--- src/rtl/spi_bus_arbiter_pkg.sv ---
// Shared types and constants for the SPI bus arbiter: FSM state encoding,
// chip-select idle value, slave indices and the tgt-to-cs decoder.
package spi_bus_arbiter_pkg;

  typedef enum logic [1:0] {
    ST_IDLE  = 2'd0,
    ST_SETUP = 2'd1,
    ST_SHIFT = 2'd2,
    ST_GUARD = 2'd3
  } state_e;

  localparam logic [2:0] CS_IDLE      = 3'b111;
  localparam logic [1:0] SLV_KEYEXP   = 2'd0;
  localparam logic [1:0] SLV_CIPHER   = 2'd1;
  localparam logic [1:0] SLV_DECIPHER = 2'd2;
  localparam int         MAX_LEN      = 256;

  // Active-low one-hot select; the cs bit index equals the slave index.
  function automatic logic [2:0] cs_for_tgt(input logic [1:0] tgt);
    logic [2:0] r;
    r = CS_IDLE;
    case (tgt)
      SLV_KEYEXP:   r = 3'b110;
      SLV_CIPHER:   r = 3'b101;
      SLV_DECIPHER: r = 3'b011;
      default:      r = CS_IDLE;
    endcase
    return r;
  endfunction

endpackage

--- src/rtl/spi_bus_arbiter_rr_arbiter.sv ---
// Combinational round-robin pick: first requester at or after ptr+1 (with
// wrap) wins; returns one-hot winner, its index, and a valid flag.
module spi_bus_arbiter_rr_arbiter #(
  parameter int NUM_REQ = 2,
  parameter int IDX_W   = $clog2(NUM_REQ)
) (
  input  logic [NUM_REQ-1:0] req_i,
  input  logic [IDX_W-1:0]   ptr_i,
  output logic               any_o,
  output logic [NUM_REQ-1:0] gnt_oh_o,
  output logic [IDX_W-1:0]   gnt_idx_o
);

  always_comb begin
    // NOTE: every output gets a default before the search so no path can
    // leave one unassigned and infer a latch.
    any_o     = 1'b0;
    gnt_oh_o  = '0;
    gnt_idx_o = '0;
    for (int off = 1; off <= NUM_REQ; off++) begin
      if (!any_o && req_i[(int'(ptr_i) + off) % NUM_REQ]) begin
        any_o                                     = 1'b1;
        gnt_oh_o[(int'(ptr_i) + off) % NUM_REQ]   = 1'b1;
        gnt_idx_o = IDX_W'((int'(ptr_i) + off) % NUM_REQ);
      end
    end
  end

endmodule

--- src/rtl/spi_bus_arbiter.sv ---
// Shares one SPI bus among NUM_REQ requesters: round-robin grant, cs framing
// (SETUP, len SHIFT bits, GUARD), data muxing, lock chaining and abort.
module spi_bus_arbiter
  import spi_bus_arbiter_pkg::*;
#(
  parameter int NUM_REQ = 2,
  parameter int LEN_W   = 9
) (
  input  logic                     clk,
  input  logic                     reset,
  input  logic [NUM_REQ-1:0]       req,
  input  logic [NUM_REQ-1:0]       lock,
  input  logic [2*NUM_REQ-1:0]     tgt,
  input  logic [LEN_W*NUM_REQ-1:0] len,
  input  logic [NUM_REQ-1:0]       mosi_in,
  input  logic                     miso,
  output logic [2:0]               cs,
  output logic                     mosi,
  output logic [NUM_REQ-1:0]       gnt,
  output logic [LEN_W-1:0]         bit_idx,
  output logic [NUM_REQ-1:0]       bit_vld,
  output logic                     miso_out,
  output logic [NUM_REQ-1:0]       done,
  output logic [NUM_REQ-1:0]       err
);

  localparam int IDX_W = $clog2(NUM_REQ);

  state_e               state_q, state_d;
  logic [IDX_W-1:0]     ptr_q, ptr_d;
  logic [IDX_W-1:0]     gidx_q, gidx_d;
  logic [NUM_REQ-1:0]   gnt_q, gnt_d;
  logic [2:0]           cs_q, cs_d;
  logic [LEN_W-1:0]     cnt_q, cnt_d;
  logic [LEN_W-1:0]     len_q, len_d;
  logic [NUM_REQ-1:0]   done_q, done_d;
  logic [NUM_REQ-1:0]   err_q, err_d;

  logic [1:0]           tgt_a [NUM_REQ];
  logic [LEN_W-1:0]     len_a [NUM_REQ];
  logic                 arb_any;
  logic [NUM_REQ-1:0]   arb_oh;
  logic [IDX_W-1:0]     arb_idx;

  for (genvar g = 0; g < NUM_REQ; g++) begin : g_unpack
    assign tgt_a[g] = tgt[2*g +: 2];
    assign len_a[g] = len[LEN_W*g +: LEN_W];
  end

  function automatic logic xfer_ok(input logic [1:0] t, input logic [LEN_W-1:0] n);
    return (t <= SLV_DECIPHER) && (n != '0);
  endfunction

  spi_bus_arbiter_rr_arbiter #(
    .NUM_REQ (NUM_REQ),
    .IDX_W   (IDX_W)
  ) u_rr (
    .req_i     (req),
    .ptr_i     (ptr_q),
    .any_o     (arb_any),
    .gnt_oh_o  (arb_oh),
    .gnt_idx_o (arb_idx)
  );

  always_comb begin
    state_d = state_q;
    ptr_d   = ptr_q;
    gidx_d  = gidx_q;
    gnt_d   = gnt_q;
    cs_d    = cs_q;
    cnt_d   = cnt_q;
    len_d   = len_q;
    done_d  = '0;
    err_d   = '0;
    case (state_q)
      ST_IDLE: begin
        if (arb_any) begin
          ptr_d = arb_idx;
          if (!xfer_ok(tgt_a[arb_idx], len_a[arb_idx])) begin
            err_d = arb_oh;
          end else begin
            gidx_d  = arb_idx;
            gnt_d   = arb_oh;
            cs_d    = cs_for_tgt(tgt_a[arb_idx]);
            len_d   = len_a[arb_idx];
            cnt_d   = '0;
            state_d = ST_SETUP;
          end
        end
      end
      ST_SETUP, ST_SHIFT: begin
        if (!req[gidx_q]) begin
          // Requester withdrew mid-transfer: release the bus and flag it.
          err_d   = gnt_q;
          gnt_d   = '0;
          cs_d    = CS_IDLE;
          cnt_d   = '0;
          state_d = ST_IDLE;
        end else if (state_q == ST_SETUP) begin
          state_d = ST_SHIFT;
        end else if (cnt_q == len_q - LEN_W'(1)) begin
          done_d  = gnt_q;
          cs_d    = CS_IDLE;
          cnt_d   = '0;
          state_d = ST_GUARD;
        end else begin
          cnt_d = cnt_q + LEN_W'(1);
        end
      end
      ST_GUARD: begin
        state_d = ST_IDLE;
        gnt_d   = '0;
        // Locked re-grant skips arbitration; tgt/len are re-sampled here.
        if (lock[gidx_q] && req[gidx_q]) begin
          if (xfer_ok(tgt_a[gidx_q], len_a[gidx_q])) begin
            gnt_d   = gnt_q;
            cs_d    = cs_for_tgt(tgt_a[gidx_q]);
            len_d   = len_a[gidx_q];
            cnt_d   = '0;
            state_d = ST_SETUP;
          end else begin
            err_d = gnt_q;
          end
        end
      end
      default: state_d = ST_IDLE;
    endcase
  end

  // NOTE: non-blocking assignments so every register samples pre-edge values.
  always_ff @(posedge clk or posedge reset) begin
    if (reset) begin
      state_q <= ST_IDLE;
      ptr_q   <= IDX_W'(NUM_REQ - 1);
      gidx_q  <= '0;
      gnt_q   <= '0;
      cs_q    <= CS_IDLE;
      cnt_q   <= '0;
      len_q   <= '0;
      done_q  <= '0;
      err_q   <= '0;
    end else begin
      state_q <= state_d;
      ptr_q   <= ptr_d;
      gidx_q  <= gidx_d;
      gnt_q   <= gnt_d;
      cs_q    <= cs_d;
      cnt_q   <= cnt_d;
      len_q   <= len_d;
      done_q  <= done_d;
      err_q   <= err_d;
    end
  end

  assign cs       = cs_q;
  assign gnt      = gnt_q;
  assign bit_idx  = cnt_q;
  assign done     = done_q;
  assign err      = err_q;
  assign mosi     = (state_q == ST_SHIFT) ? mosi_in[gidx_q] : 1'b0;
  assign bit_vld  = (state_q == ST_SHIFT) ? gnt_q : '0;
  assign miso_out = miso;

endmodule

--- config.mk ---
export PLATFORM = sky130hd
export DESIGN_NAME = spi_bus_arbiter
export DESIGN_NICKNAME = d
export VERILOG_FILES = /design/src/rtl/spi_bus_arbiter_pkg.sv /design/src/rtl/spi_bus_arbiter_rr_arbiter.sv /design/src/rtl/spi_bus_arbiter.sv
export SDC_FILE = /design/constraint.sdc
export NUM_CORES = 1
export LEC_CHECK = 0
export BUFFER_PORTS_ARGS = -buffer_cell sky130_fd_sc_hd__buf_2
export CAP_MARGIN = 20
export CELL_PAD_IN_SITES_DETAIL_PLACEMENT = 1
export CELL_PAD_IN_SITES_GLOBAL_PLACEMENT = 2
export CORE_UTILIZATION = 28
export DETAILED_ROUTE_END_ITERATION = 8
export PLACE_DENSITY_LB_ADDON = 0.1
export SLEW_MARGIN = 20
export SYNTH_ARGS = -nofsm -noshare
export SYNTH_HDL_FRONTEND = slang
export SYNTH_SLANG_ARGS = --single-unit
--- constraint.sdc ---
create_clock -name clk -period 2.36 [get_ports clk]
set_input_delay 0.236 -clock clk [delete_from_list [all_inputs] [get_ports clk]]
set_output_delay 0.236 -clock clk [all_outputs]
set_load 0.01 [all_outputs]
==> metrics.cfg <==
[power]
powerDensity_mw_per_mm2 = 1060
total_power_mw = 3.02
p_leak_nw = 1.35
peakVddDrop_mv = 0.279

[grt]
globalRoute.totalOverflow = 0
grt_max_degree = 19
grt_pass1_wl_um = 10600
use_met3 = 0.0271
grt.met2_usage = 0.245
grt.total_usage = 0.163
met1_usage = 0.238
top_usage_layer = met2
grt_pass1_vias = 2105
antenna_found_initial = 0

[timing]
min_period_ns = 2.47
maxSlewViolCount = 0
relSlewSlack = 0.535
period_share = 1.05
setup_viol = 6
finalWorstSetupSlack_ns = -0.109
worst-slew-pin-transition_ns = 0.697
rsz0062_at_grt = true
max_freq_ghz = 0.405
skew_ns = 0.0118
whs_ns = 0.0482
fin_setup_tns_ns = -0.389
hold_violations = 0

[layout]
num-fill-cells = 915
multi_input_area_mm2 = 0.00134
diodes = 0
drive_above_1_share = 0.330
seqCellArea_um2 = 781
final_core_util = 0.388
fin_area_mm2 = 0.00286
synthToLayoutAreaGrowth_pct = 31.9
finalNonFillerCells = 426
finalNetCount = 364

[synthesis]
syn_area_mm2 = 0.00217
syn-num-nets = 289
ys.flop_type = dfrtp_1
synth_warnings = 0
synthArstFlopShare = 1.00
synth-edff-count = 0
avgSynthCellArea_um2 = 8.65
netlist_instances = 251
seq_area_frac_synth = 0.360
ys_ff_latch = 31
yosysUniqueCellTypes = 52

[setup_path]
ff2ff_path_depth = 7
reg2reg_from = len_q[1]$_DFFE_PP0P_
worstSetupEndpointType = flip-flop
worst_setup_path_start_kind = flip-flop
crit_fanout = 3
path_buf_inv = 0
path_cells = or4_4, or3_1, a32o_2, o21ai_4, a31oi_4, or2_4, mux2_4
path_class = reg -> reg
path_delay_family = simple AND/OR/NAND/NOR gates
cp_data_arrival_time_ns = 2.68
r2r-end = cs[0]$_DFFE_PP1P_
crit_path_max_incr_delay_ns = 0.56
cp_slowest_cell = or4_4
crit_required_ns = 2.57
reg2reg_slack_ns = -0.11

[clock_tree]
cts_tree = yes
clockBufferDepth = 2
ctsHoldBuffers = 0
numCtsBuffers = 5
cts_root_buffer = clkbuf_8
h-tree-depth = 2
clock_latency_ns = 0.29
path_clk_slew_ns = 0.07
clock-sinks = 31

[floorplanning]
die_x_um = 90.1
rows = 31
die_area_mm2 = 0.00811
core-area_mm2 = 0.00737
dieHeight_um = 90.1
start_util = 0.295
io_pins = 53

[status]
status = finished, violations left
violations = setup timing

[flow_run]
cap_violations = 0

[min_path]
hp-class = in -> async

[place]
dpl.cell_count = 414
gp_congestion = 0.731
post-dp-hpwl_um = 4970
port_buffers = 50
placed_area_mm2 = 0.00270
pre_cts_slack_ns = -0.109

[route]
wire_per_inst_um = 14.7
drt_iter0_markers = 59
wl_um = 6250
drc = 0
vias = 2100
first_pass_iters = 4
routed_via_density = 4.93
antenna_left = 0

-- state kept, by name (all words and copies together), names as in the netlist --
signal / cells
err: 2
gnt: 2
state_q: 2
gidx_q: 1
bit_idx: 9
len_q: 9
done: 2
cs: 3
ptr_q: 1
-- worst max path at each step --
| stage | start | end | slack (ns) | cells after the start |
|---|---|---|---|---|
| CTS | len_q[2]$_DFFE_PP0P_ | cs[1]$_DFFE_PP1P_ | -0.09 | 7 |
| floorplan | len_q[0]$_DFFE_PP0P_ | cs[0]$_DFFE_PP1P_ | -0.1 | 7 |
| finish | len_q[1]$_DFFE_PP0P_ | cs[0]$_DFFE_PP1P_ | -0.11 | 7 |
| detailed placement | len_q[1]$_DFFE_PP0P_ | cs[1]$_DFFE_PP1P_ | -0.11 | 7 |
| global route | len_q[1]$_DFFE_PP0P_ | cs[1]$_DFFE_PP1P_ | -0.18 | 7 |
| global placement | len_q[0]$_DFFE_PP0P_ | cs[0]$_DFFE_PP1P_ | -0.07 | 7 |
-- cells by family (layout without fill, tap and decap cells) --
| family | Yosys count | after routing | synth area share |
|---|---|---|---|
| xor+xnor | 9 | 9 | 0.0363 |
| fa+ha+maj | 7 | 7 | 0.0403 |
| buf+inv | 24 | 100 | 0.0438 |
| simple gates | 92 | 92 | 0.218 |
| mux | 17 | 17 | 0.0865 |
| flops | 31 | 31 | 0.360 |
| compound gates | 71 | 71 | 0.216 |
-- final cells by class --
| type | count | area share |
|---|---|---|
| Clock buffer | 7 | 0.0302 |
| Clock inverter | 1 | 0.00175 |
| Inverter | 14 | 0.0184 |
| Multi-Input combinational cell | 196 | 0.467 |
| Sequential cell | 31 | 0.273 |
| Tap cell | 99 | 0.0433 |
| Timing Repair Buffer | 78 | 0.167 |
-- synthesized netlist by cell type (all sizes together), types with 5 or more instances --
| library cell | number | area [um2] |
|---|---|---|
| dfrtp | 27 | 676 |
| a31oi | 5 | 46.3 |
| nand4 | 8 | 50.1 |
| o21ai | 16 | 83.8 |
| nand3 | 9 | 45.0 |
| nor2b | 8 | 50.1 |
| a21oi | 21 | 105 |
| mux2 | 5 | 67.6 |
| nor2 | 25 | 93.8 |
| clkbuf | 7 | 26.3 |
| ha | 7 | 87.6 |
| nand2 | 17 | 63.8 |
| inv | 14 | 52.6 |
| mux2i | 12 | 120 |
| xor2 | 6 | 52.6 |
| nand2b | 5 | 31.3 |
-- what timing repair did --
item / 4_1_cts / 5_1_grt
setup endpoints to repair: 12 / 23
endpoints found under the hold margin: 0 / 0
pin swaps: 3 / 7
resized for setup: 1 / 13
buffers inserted: 2 / 2
-- layer usage --
metal / wire [um] / up-vias
li1: - / 1056
met1: 3220 / 993
met2: 2740 / 45
met3: 216 / 6
met4: 80 / 0
met5: 0 / -
-- cell usage in the layout, fill, tap and decap left out, types with 3 or more instances in the layout --
cell type  synthesis  final
buf_2              1     50
dfrtp_1           27     27
buf_4              1     26
nor2_1            25     25
a21oi_1           21     21
nand2_1           17     17
inv_1             14     14
mux2i_1           12     12
o21ai_0           14     11
nand4_1            8      8
nand3_1            9      8
nor2b_1            8      8
xor2_1             6      6
ha_1               7      6
clkbuf_8           0      6
nand2b_1           5      5
or3_1              4      4
nor3_1             4      4
a31oi_1            4      4
o21ai_1            1      4
o22ai_1            4      4
dfstp_2            4      4
a22oi_1            3      3
mux2_4             3      3
-- where the power goes --
group          switching [mW]  internal, mW
registers               0.191         0.730
logic                   0.858         0.807
clock network           0.202         0.235
total                    1.25          1.77
(Power assumes the default switching activity.)
